## config.mk

```make
export PLATFORM = sky130hd
export DESIGN_NAME = fifo_uart_tx
export DESIGN_NICKNAME = d
export VERILOG_FILES = /design/src/rtl/fifo_uart_tx.sv
export SDC_FILE = /design/constraint.sdc
export NUM_CORES = 1
export LEC_CHECK = 0
export BUFFER_PORTS_ARGS = -buffer_cell sky130_fd_sc_hd__clkbuf_2
export CORE_AREA = 4 4 52 89
export CTS_CLUSTER_SIZE = 10
export DETAILED_ROUTE_END_ITERATION = 8
export DIE_AREA = 0 0 56 93
export PLACE_DENSITY = 0.81
export SLEW_MARGIN = 20
export SYNTH_ARGS = -nofsm -noshare
export SYNTH_HDL_FRONTEND = slang
export SYNTH_SLANG_ARGS = --single-unit
```

## constraint.sdc

```tcl
create_clock -name clk -period 5.9 [get_ports clk]
set_input_delay 0.295 -clock clk [delete_from_list [all_inputs] [get_ports clk]]
set_output_delay 0.295 -clock clk [all_outputs]
set_load 0.05 [all_outputs]
```

## src/rtl/fifo_uart_tx.sv

```systemverilog
// fifo_uart_tx: pops bytes from the 64x8 FIFO (registered read) and sends each
// one as a UART frame: start bit, 8 data bits LSB first, optional parity bit,
// then 1 or 2 stop bits. All outputs are registered.
module fifo_uart_tx #(
    parameter int CLKS_PER_BIT = 434,
    parameter int PARITY_EN    = 0,
    parameter int PARITY_ODD   = 0,
    parameter int STOP_BITS    = 1
) (
    input  logic        clk,
    input  logic        rst,
    input  logic        enable,
    input  logic        fifo_empty,
    input  logic [7:0]  fifo_data,
    output logic        rd_en,
    output logic        tx,
    output logic        busy,
    output logic        tx_done,
    output logic [15:0] frame_count
);

    localparam int CNT_W = (CLKS_PER_BIT > 1) ? $clog2(CLKS_PER_BIT) : 1;
    localparam logic [CNT_W-1:0] CNT_LAST = CNT_W'(CLKS_PER_BIT - 1);
    localparam logic [2:0] STOP_LAST = 3'(STOP_BITS - 1);

    typedef enum logic [2:0] {
        IDLE, FETCH, LOAD, START, DATA, PARITY, STOP
    } state_t;

    state_t           state;
    logic [CNT_W-1:0] baud_cnt;
    logic [2:0]       bit_idx;
    logic [7:0]       shift_reg;
    logic             bit_end;

    assign bit_end = (baud_cnt == CNT_LAST);

    // Parity bit value: even parity is the XOR of the data bits, odd inverts it.
    function automatic logic parity_of(input logic [7:0] d);
        return (^d) ^ (PARITY_ODD != 0);
    endfunction

    // Frame sequencer. tx is registered, so each state's line level is loaded
    // on the edge that enters that state; rd_en and tx_done default to 0.
    always_ff @(posedge clk) begin
        if (rst) begin
            state       <= IDLE;
            baud_cnt    <= '0;
            bit_idx     <= '0;
            shift_reg   <= '0;
            rd_en       <= 1'b0;
            tx          <= 1'b1;
            busy        <= 1'b0;
            tx_done     <= 1'b0;
            frame_count <= '0;
        end else begin
            rd_en   <= 1'b0;
            tx_done <= 1'b0;
            case (state)
                IDLE: begin
                    tx       <= 1'b1;
                    busy     <= 1'b0;
                    baud_cnt <= '0;
                    bit_idx  <= '0;
                    // fifo_empty is trusted only here; as sole reader nobody
                    // else can drain the FIFO before the pop lands.
                    if (enable && !fifo_empty) begin
                        state <= FETCH;
                        rd_en <= 1'b1;
                        busy  <= 1'b1;
                    end
                end
                FETCH: begin
                    // Pop happens at the end of this cycle; data shows up next.
                    state <= LOAD;
                end
                LOAD: begin
                    shift_reg <= fifo_data;
                    baud_cnt  <= '0;
                    tx        <= 1'b0;
                    state     <= START;
                end
                START: begin
                    if (bit_end) begin
                        baud_cnt <= '0;
                        bit_idx  <= '0;
                        tx       <= shift_reg[0];
                        state    <= DATA;
                    end else begin
                        baud_cnt <= baud_cnt + 1'b1;
                    end
                end
                DATA: begin
                    if (bit_end) begin
                        baud_cnt <= '0;
                        if (bit_idx == 3'd7) begin
                            bit_idx <= '0;
                            if (PARITY_EN != 0) begin
                                tx    <= parity_of(shift_reg);
                                state <= PARITY;
                            end else begin
                                tx    <= 1'b1;
                                state <= STOP;
                            end
                        end else begin
                            bit_idx <= bit_idx + 3'd1;
                            tx      <= shift_reg[bit_idx + 3'd1];
                        end
                    end else begin
                        baud_cnt <= baud_cnt + 1'b1;
                    end
                end
                PARITY: begin
                    if (bit_end) begin
                        baud_cnt <= '0;
                        bit_idx  <= '0;
                        tx       <= 1'b1;
                        state    <= STOP;
                    end else begin
                        baud_cnt <= baud_cnt + 1'b1;
                    end
                end
                STOP: begin
                    // bit_idx counts stop bits here.
                    if (bit_end) begin
                        baud_cnt <= '0;
                        if (bit_idx == STOP_LAST) begin
                            bit_idx     <= '0;
                            tx_done     <= 1'b1;
                            frame_count <= frame_count + 16'd1;
                            busy        <= 1'b0;
                            state       <= IDLE;
                        end else begin
                            bit_idx <= bit_idx + 3'd1;
                        end
                    end else begin
                        baud_cnt <= baud_cnt + 1'b1;
                    end
                end
                default: begin
                    tx    <= 1'b1;
                    busy  <= 1'b0;
                    state <= IDLE;
                end
            endcase
        end
    end

endmodule

```

== After elaboration in Yosys (flattened, before gate mapping) ==
Index checks and enable logic that the tools add are counted.

* Reduce and logical (&&, ||, !) cells: 18
* Bitwise logic cells: 5
* Magnitude comparators: 1
* Equality and inequality tests: 16
* $add $sub $neg: 3
* Muxes and demuxes: 28

{| class="wikitable"
|+ Operators by type and width
! cell !! number
|-
| 3-bit 2-to-1 mux || 12
|-
| 3-bit one-hot mux with 7 select lines || 1
|-
| 9-bit one-hot mux with 2 select lines || 1
|-
| 16-bit by 1-bit adder with 16-bit output, second input constant || 1
|-
| 2-bit != test, second input constant || 7
|-
| 3-bit == test, second input constant || 4
|-
| 3-bit one-hot mux with 4 select lines || 1
|-
| 9-bit by 1-bit adder with 9-bit output, second input constant || 1
|-
| 9-bit == test, second input constant || 1
|-
| 1-bit 2-to-1 mux || 9
|-
| 9-bit 2-to-1 mux || 1
|-
| 4-bit AND reduction || 2
|-
| 2-bit OR reduction || 4
|-
| 7-bit AND reduction || 1
|-
| 3-bit by 2-bit == test with 1-bit output, second input constant || 2
|-
| 3-bit logical NOT || 2
|-
| 3-bit AND reduction || 2
|-
| 1-bit NOT || 5
|-
| 1-bit one-hot mux with 5 select lines || 1
|-
| 5-bit OR reduction || 1
|-
| 3-bit by 4-bit less-than comparator with 1-bit output, second input constant || 1
|-
| 4-bit nonzero test || 1
|-
| 4-bit OR reduction || 1
|-
| 3-bit by 1-bit adder with 3-bit output, second input constant || 1
|-
| other kinds (8) || 8
|}

* Input port bits: 12
* Register bits after elaboration: 43

== Logic depth before layout (Yosys ltp) ==
Gate-level depths: netlist of the first run.

* Depth in word-level cells: 6
* Depth in mapped cells: 8
* Mapped depth without buffers: 6

== Least setup slack after synthesis of the first run ==
OpenSTA, ideal clock, no wires.

* Kind: reg2reg
* Start point: register frame_count[3]
* End point: register frame_count[14]
* Data required time: 5.779 ns
* Path slack: 3.570 ns
* Stages on the path, launching flop included: 6
* Data arrival time: 2.210 ns
* Cell sequence: dfxtp_1 nand4_1 or4_1 clkbuf_1 nor4_1 mux2_2

* Word-level cells in the longest chain between the ends: 1

{| class="wikitable"
|+ Ends and longest elaborated chain
! element !! RTL line !! text
|-
| start, declared || 19 || <nowiki>output logic [15:0] frame_count</nowiki>
|-
| start signal, assigned || 130 || <nowiki>frame_count <= frame_count + 16'd1;</nowiki>
|-
| 16-bit by 1-bit adder with 16-bit output || 130 ||
|}

No other way between the ends.
A chain may end at the register's enable or synchronous reset.

== Final worst setup path of the first run ==
* Start point: register baud_cnt[0]
* End point: register frame_count[4]

* Word-level cells in the longest chain between the ends: 2

{| class="wikitable"
|+ Ends and longest elaborated chain
! element !! RTL line !! text
|-
| start, declared || 31 || <nowiki>logic [CNT_W-1:0] baud_cnt;</nowiki>
|-
| start signal, assigned || 90 || <nowiki>baud_cnt <= baud_cnt + 1'b1;</nowiki>
|-
| start signal, assigned || 110 || <nowiki>baud_cnt <= baud_cnt + 1'b1;</nowiki>
|-
| start signal, assigned || 120 || <nowiki>baud_cnt <= baud_cnt + 1'b1;</nowiki>
|-
| 9-bit == test || 36 || <nowiki>assign bit_end = (baud_cnt == CNT_LAST);</nowiki>
|-
| 3-bit AND reduction (no source line) || - ||
|}

No other way between the ends.

==> run_results.csv, run 1 <==
group,metric,value,unit
clock_tree,clkLatencyLatePin,0.29,ns
layout,seqCellArea,861,um^2
layout,layout-drive-gt1-share,0.191,
setup_path,crit_top_cell,"or4_1",
drt,drcViolationCount,0,
placed_design,pre_cts_slack,3.59,ns
layout,syn_to_final_growth,9.50,%
clock_tree,cts-buffers-inserted,5,
layout,fillCellCount,374,
die,io_pins,32,
timing,tightest_slew,0.993,ns
synth,synthesis.nets,279,
setup_path,cp_max_fo,15,
die,core,3900,um^2
synth,synth_seq_area_share,0.373,
grt,grt_first_pass_wirelength,7.96,mm
clock_tree,htreeDepth,2,
placed_design,gp_congestion,0.783,
timing,setup_viol,0,
placed_design,placed_cell_area,2440,um^2
placed_design,dp_hpwl,3.42,mm
synth,async_flop_share,0,
setup_path,cp-start-kind,"flop",
die,dieWidth,56,um
setup_path,critPathRequiredTime,6.11,ns
drt,first_pass_iters,4,
layout,final_common_cell,"dfxtp_1",
timing,maxSlewViolCount,0,
setup_path,critical-path-max-stage-delay,0.73,ns
synth,ys_ff_latch,43,
die,chipHeight,93,um
clock_tree,cts_hold_buf,0,
min_path,hp-class,"in -> reg",
timing,worst_slack,3.57,ns
die,rows,30,
layout,layout_common_cells,"dfxtp_1 (43), clkbuf_2 (31), nor2_1 (26)",
setup_path,crit_chain,"ha_1, nand4b_4, or4_1, or4_1, a21oi_1",
layout,n_antenna_cell,0,
power,p_leak,0.000926,uW
timing,fin_hold_ws,0.241,ns
setup_path,critPathLaunch,"baud_cnt[0]$_SDFFE_PP0P_",
power,max-vdd-ir-drop,0.184,mV
grt,antenna_found_initial,0,
layout,fin_util,0.647,
die,die_area,5210,um^2
setup_path,crit_path_end_kind,"flop",
setup_path,crit_family,"simple AND/OR/NAND/NOR gates",
die,start_util,0.591,
grt,track_usage,0.187,
drt,wl_per_cell,14.1,um
timing,skew,0.00925,ns
synth,ys.flop_type,"dfxtp_1",
clock_tree,cts_tree,"built",
grt,grt_max_degree,54,
layout,largest_reg_flops,16,
synth,synth_edf_count,0,
clock_tree,ctsResizeCount,0,
timing,hold_viol,0,
clock_tree,cts_setup_buffers,0,
synth,synth.distinct_cells,54,
clock_tree,clk_pin_slew_worst_paths,0.08,ns
outcome,status,"finished, final reports clean",
placed_design,io_buffers,31,
flow_run,max_cap_viol_count,0,
grt,grt_overflow,0,
drt,wl,4.68,mm
setup_path,path_buf_inv,0,
clock_tree,cts_sinks,43,
timing,tns,0,ns
timing,fmax,430,MHz
timing,period_needed,2.33,ns
timing,relSlewSlack,0.338,
layout,multi_input_area,1330,um^2
setup_path,worstPathArrival,2.54,ns
clock_tree,clock-root-buffer,"clkbuf_8",
drt,ant_nets,0,
clock_tree,cts_max_path_buffers,2,
layout,nets,300,
power,power.density,205,nW/um^2
grt,grt_pass1_vias,1891,
setup_path,crit_type,"reg -> reg",
drt,drt_iter0_markers,50,
timing,period_share,0.395,
drt,viasPerCell,6.06,
synth,netlist_instances,261,
timing,grt_setup_unrepaired,"no",
synth,syn_area,2310,um^2
synth,ys.warnings.count,0,
setup_path,critPathSlowestCell,"or4_1",
min_path,min_from,"fifo_data[4]",
drt,dr_total_vias,2005,
synth,synth_area_per_cell,8.84,um^2
setup_path,r2r_start,"baud_cnt[0]$_SDFFE_PP0P_",
layout,final_area,2520,um^2
-- worst paths after layout --
check	endpoint	slack, ns	cells past startpoint
worst max-delay path	frame_count[4]$_SDFFE_PP0P_	3.57	5
worst min-delay path	shift_reg[4]$_SDFFE_PP0N_	0.24	3
worst max register to register	frame_count[4]$_SDFFE_PP0P_	3.57	5
worst min register to register	frame_count[15]$_SDFFE_PP0P_	0.49	2
-- worst reg2reg max path: stages (launching register included) --
cell and delay (ns):
dfxtp_1 0.43, ha_1 0.24, nand4b_4 0.16, or4_1 0.73
or4_1 0.55, a21oi_1 0.15
-- through the flow --
stage          std cells  total power, uW
6_report             331              519
5_1_grt              331              543
4_1_cts              331              523
3_5_place_dp         323              348
3_3_place_gp         323              347
2_1_floorplan        261              338
-- Yosys cell counts, types with 4 or more instances --
master    count  area, um^2
a41oi_1       4        35.0
o41ai_1       5        43.8
nor2_1       26        97.6
nor4_1        5        31.3
or4_1         7        52.6
dfxtp_1      43         861
clkbuf_1     13        48.8
nand2_1      17        63.8
a21oi_1      14        70.1
ha_1          6        75.1
or3_1         5        31.3
o21ai_0      11        55.1
nor3_1        5        25.0
nand3_1       9        45.0
nor2b_1       7        43.8
mux2_2        5        56.3
mux2i_1      10         100
a311oi_1      7        61.3
inv_1        11        41.3
o31ai_1       5        37.5
-- cell families (layout without fill, tap and decap cells) --
| family | after synthesis | count (layout) | share of synthesized area |
|---|---|---|---|
| adder cells (fa/ha/maj) | 6 | 6 | 0.0326 |
| multiplexers | 18 | 18 | 0.0922 |
| AND/OR/NAND/NOR | 104 | 104 | 0.260 |
| flip-flops | 43 | 43 | 0.373 |
| XOR/XNOR | 1 | 1 | 0.00380 |
| AO/OA/AOI/OAI | 61 | 61 | 0.186 |
| buffers and inverters | 28 | 50 | 0.0515 |
-- per-layer routing --
metal  track usage  share of wire  vias up
li1              -              -     1022
met1         0.193           0.40      934
met2         0.337           0.54       39
met3        0.0497          0.035       10
met4        0.0990          0.026        0
met5             0              0        -
-- cell type report --
| type | instances | share of cell area |
|---|---|---|
| Sequential cell | 43 | 0.341 |
| Inverter | 11 | 0.0164 |
| Multi-Input combinational cell | 190 | 0.525 |
| Clock inverter | 1 | 0.00198 |
| Timing Repair Buffer | 31 | 0.0614 |
| Tap cell | 48 | 0.0238 |
| Clock buffer | 7 | 0.0302 |
-- report_power, final --
group,switching (uW),total (uW),internal (uW),leakage [uW]
combinational,24.2,39.5,15.3,0.000537
sequential,6.78,302,295,0.000347
clock,94.2,177,83.1,0.0000422
total,125,519,393,0.000926
No activity file was read; power rests on OpenSTA's default activity.
==> run 2, diff against run 1 <==
--- a/config.mk
+++ b/config.mk
@@ -6,11 +6,11 @@
 export NUM_CORES = 1
 export LEC_CHECK = 0
 export BUFFER_PORTS_ARGS = -buffer_cell sky130_fd_sc_hd__clkbuf_2
-export CORE_AREA = 4 4 52 89
+export CORE_AREA = 4 4 56 96
 export CTS_CLUSTER_SIZE = 10
 export DETAILED_ROUTE_END_ITERATION = 8
-export DIE_AREA = 0 0 56 93
-export PLACE_DENSITY = 0.81
+export DIE_AREA = 0 0 60 100
+export PLACE_DENSITY = 0.74
 export SLEW_MARGIN = 20
 export SYNTH_ARGS = -nofsm -noshare
 export SYNTH_HDL_FRONTEND = slang
==> constraint.sdc (replaced) <==
create_clock -name clk -period 2 [get_ports clk]
set_input_delay 0.1 -clock clk [delete_from_list [all_inputs] [get_ports clk]]
set_output_delay 0.1 -clock clk [all_outputs]
set_load 0.05 [all_outputs]
==> run 2 against run 1 <==
Compared with the run above: first-iteration DRC count up 90%; critical path type unchanged; fmax up 17%; routed wire length up 17%; worst hold slack worse by 0.21 ns; largest cell class unchanged.
==> run_results.csv, run 2 (synthesis results as in run 1) <==
group,metric,value,unit
timing,grt_setup_unrepaired,"yes",
placed_design,gp_congestion,0.824,
die,core,4620,um^2
layout,n_antenna_cell,0,
power,p_leak,0.00113,uW
timing,skew,0.00508,ns
timing,setup_viol,0,
power,max-vdd-ir-drop,0.498,mV
clock_tree,cts_sinks,43,
setup_path,crit_chain,"inv_2, ha_4, nand4b_1, or4_4, nor4_1, mux2_2",
placed_design,io_buffers,31,
setup_path,critical-path-max-stage-delay,0.57,ns
placed_design,pre_cts_slack,-0.220,ns
flow_run,max_cap_viol_count,0,
power,power.density,537,nW/um^2
clock_tree,clk_pin_slew_worst_paths,0.08,ns
layout,nets,334,
grt,grt_max_degree,53,
layout,layout-drive-gt1-share,0.356,
die,die_area,6000,um^2
die,chipHeight,100,um
drt,dr_total_vias,2179,
die,rows,33,
timing,relSlewSlack,0.604,
setup_path,critPathRequiredTime,2.18,ns
timing,maxSlewViolCount,0,
timing,tightest_slew,0.590,ns
setup_path,rrSetupSlack,0.02,ns
clock_tree,clkLatencyLatePin,0.29,ns
min_path,whs_path_depth,3,
min_path,hp-class,"in -> reg",
drt,ant_nets,0,
drt,wl_per_cell,14.9,um
setup_path,r2r_start,"bit_idx[0]$_SDFFE_PP0P_",
placed_design,dp_hpwl,4.00,mm
drt,drcViolationCount,0,
timing,fmax,504,MHz
drt,viasPerCell,5.91,
setup_path,r2r-end,"frame_count[8]$_SDFFE_PP0P_",
setup_path,worstPathArrival,2.17,ns
setup_path,reg2reg_depth,6,
grt,grt_overflow,0,
layout,largest_reg_flops,16,
grt,antenna_found_initial,0,
min_path,min_from,"fifo_data[5]",
min_path,hold_end,"shift_reg[5]$_SDFFE_PP0N_",
clock_tree,clock-root-buffer,"clkbuf_8",
setup_path,crit_path_end_kind,"flop",
layout,layout_common_cells,"dfxtp_1 (32), buf_4 (32), clkbuf_2 (31)",
die,io_pins,32,
timing,hold_viol,0,
grt,grt_first_pass_wirelength,9.04,mm
layout,fillCellCount,402,
drt,wl,5.48,mm
clock_tree,cts_hold_buf,0,
timing,period_needed,1.98,ns
outcome,status,"finished, final reports clean",
clock_tree,cts_max_path_buffers,2,
drt,first_pass_iters,4,
setup_path,crit_type,"reg -> reg",
drt,drt_iter0_markers,95,
grt,track_usage,0.190,
clock_tree,htreeDepth,2,
layout,syn_to_final_growth,26.4,%
setup_path,critPathSlowestCell,"or4_4",
setup_path,path_buf_inv,1,
timing,worst_slack,0.0178,ns
clock_tree,cts_tree,"built",
setup_path,crit_family,"simple AND/OR/NAND/NOR gates",
die,start_util,0.499,
layout,multi_input_area,1420,um^2
die,dieWidth,60,um
setup_path,cp-start-kind,"flop",
timing,period_share,0.991,
layout,seqCellArea,885,um^2
grt,grt_pass1_vias,2086,
setup_path,cp_max_fo,8,
clock_tree,cts-buffers-inserted,5,
timing,fin_hold_ws,0.0350,ns
run 2: cell types whose count changed in the layout (fill, tap and decap cells not counted), moves of 4 or more:
cell,change
dfxtp_4,+4
dfxtp_2,+7
buf_4,+32
dfxtp_1,-11
run 2: power breakdown:
part           switching [uW]  leakage (uW)  internal [uW]
clock                     295     0.0000412            244
combinational            88.4      0.000734           60.1
sequential               11.5      0.000354            865
total                     395       0.00113           1170
run 2: worst register-to-register path, stage by stage (launching register included):
cell	delay, ns
dfxtp_2	0.34
inv_2	0.08
ha_4	0.13
nand4b_1	0.15
or4_4	0.57
nor4_1	0.24
mux2_2	0.37
run 2: final cells by class:
cell class | instances | area share
clock inverters | 2 | 0.00429
flip-flops and latches | 43 | 0.304
well taps | 52 | 0.0223
inverters | 11 | 0.0142
clock buffers | 6 | 0.0249
repair buffers | 65 | 0.143
multi-input cells | 190 | 0.487
run 2: how the worst max path moves through the flow:
stage | from | endpoint | slack (ns) | depth (start not counted)
after CTS | bit_idx[1]$_SDFFE_PP0P_ | frame_count[10]$_SDFFE_PP0P_ | 0.007 | 6
after global routing | bit_idx[1]$_SDFFE_PP0P_ | frame_count[6]$_SDFFE_PP0P_ | -0.06 | 6
final | bit_idx[0]$_SDFFE_PP0P_ | frame_count[8]$_SDFFE_PP0P_ | 0.02 | 6
after floorplan | bit_idx[0]$_SDFFE_PP0P_ | frame_count[10]$_SDFFE_PP0P_ | 0.007 | 7
after detailed placement | bit_idx[0]$_SDFFE_PP0P_ | tx$_SDFFE_PP1P_ | -0.22 | 6
after global placement | bit_idx[0]$_SDFFE_PP0P_ | tx$_SDFFE_PP1P_ | -0.20 | 6
run 2: per-stage QoR:
| step | instances | total power (uW) | utilization | setup TNS, ns | instance area [um^2] |
|---|---|---|---|---|---|
| final | 369 | 1560 | 0.630 | 0 | 2910 |
| after CTS | 368 | 1580 | 0.615 | 0 | 2850 |
| after global routing | 369 | 1630 | 0.630 | -0.250 | 2910 |
| after detailed placement | 360 | 1040 | 0.590 | -0.763 | 2730 |
| after floorplan | 261 | 992 | - | 0 | 2350 |
| after global placement | 360 | 1040 | 0.590 | -0.378 | 2730 |
run 2: repair_timing:
item                                    CTS  global route
pin swaps                                 1             6
setup buffers                             0             1
endpoints found under the setup margin   12            15
gates resized for setup                   7            12
run 2: per-layer routing:
metal	vias up	routed length, um	track usage
met5	-	0	0
met2	38	2930	0.328
met1	1038	2230	0.215
li1	1088	-	-
met4	0	160	0.0956
met3	15	165	0.0322
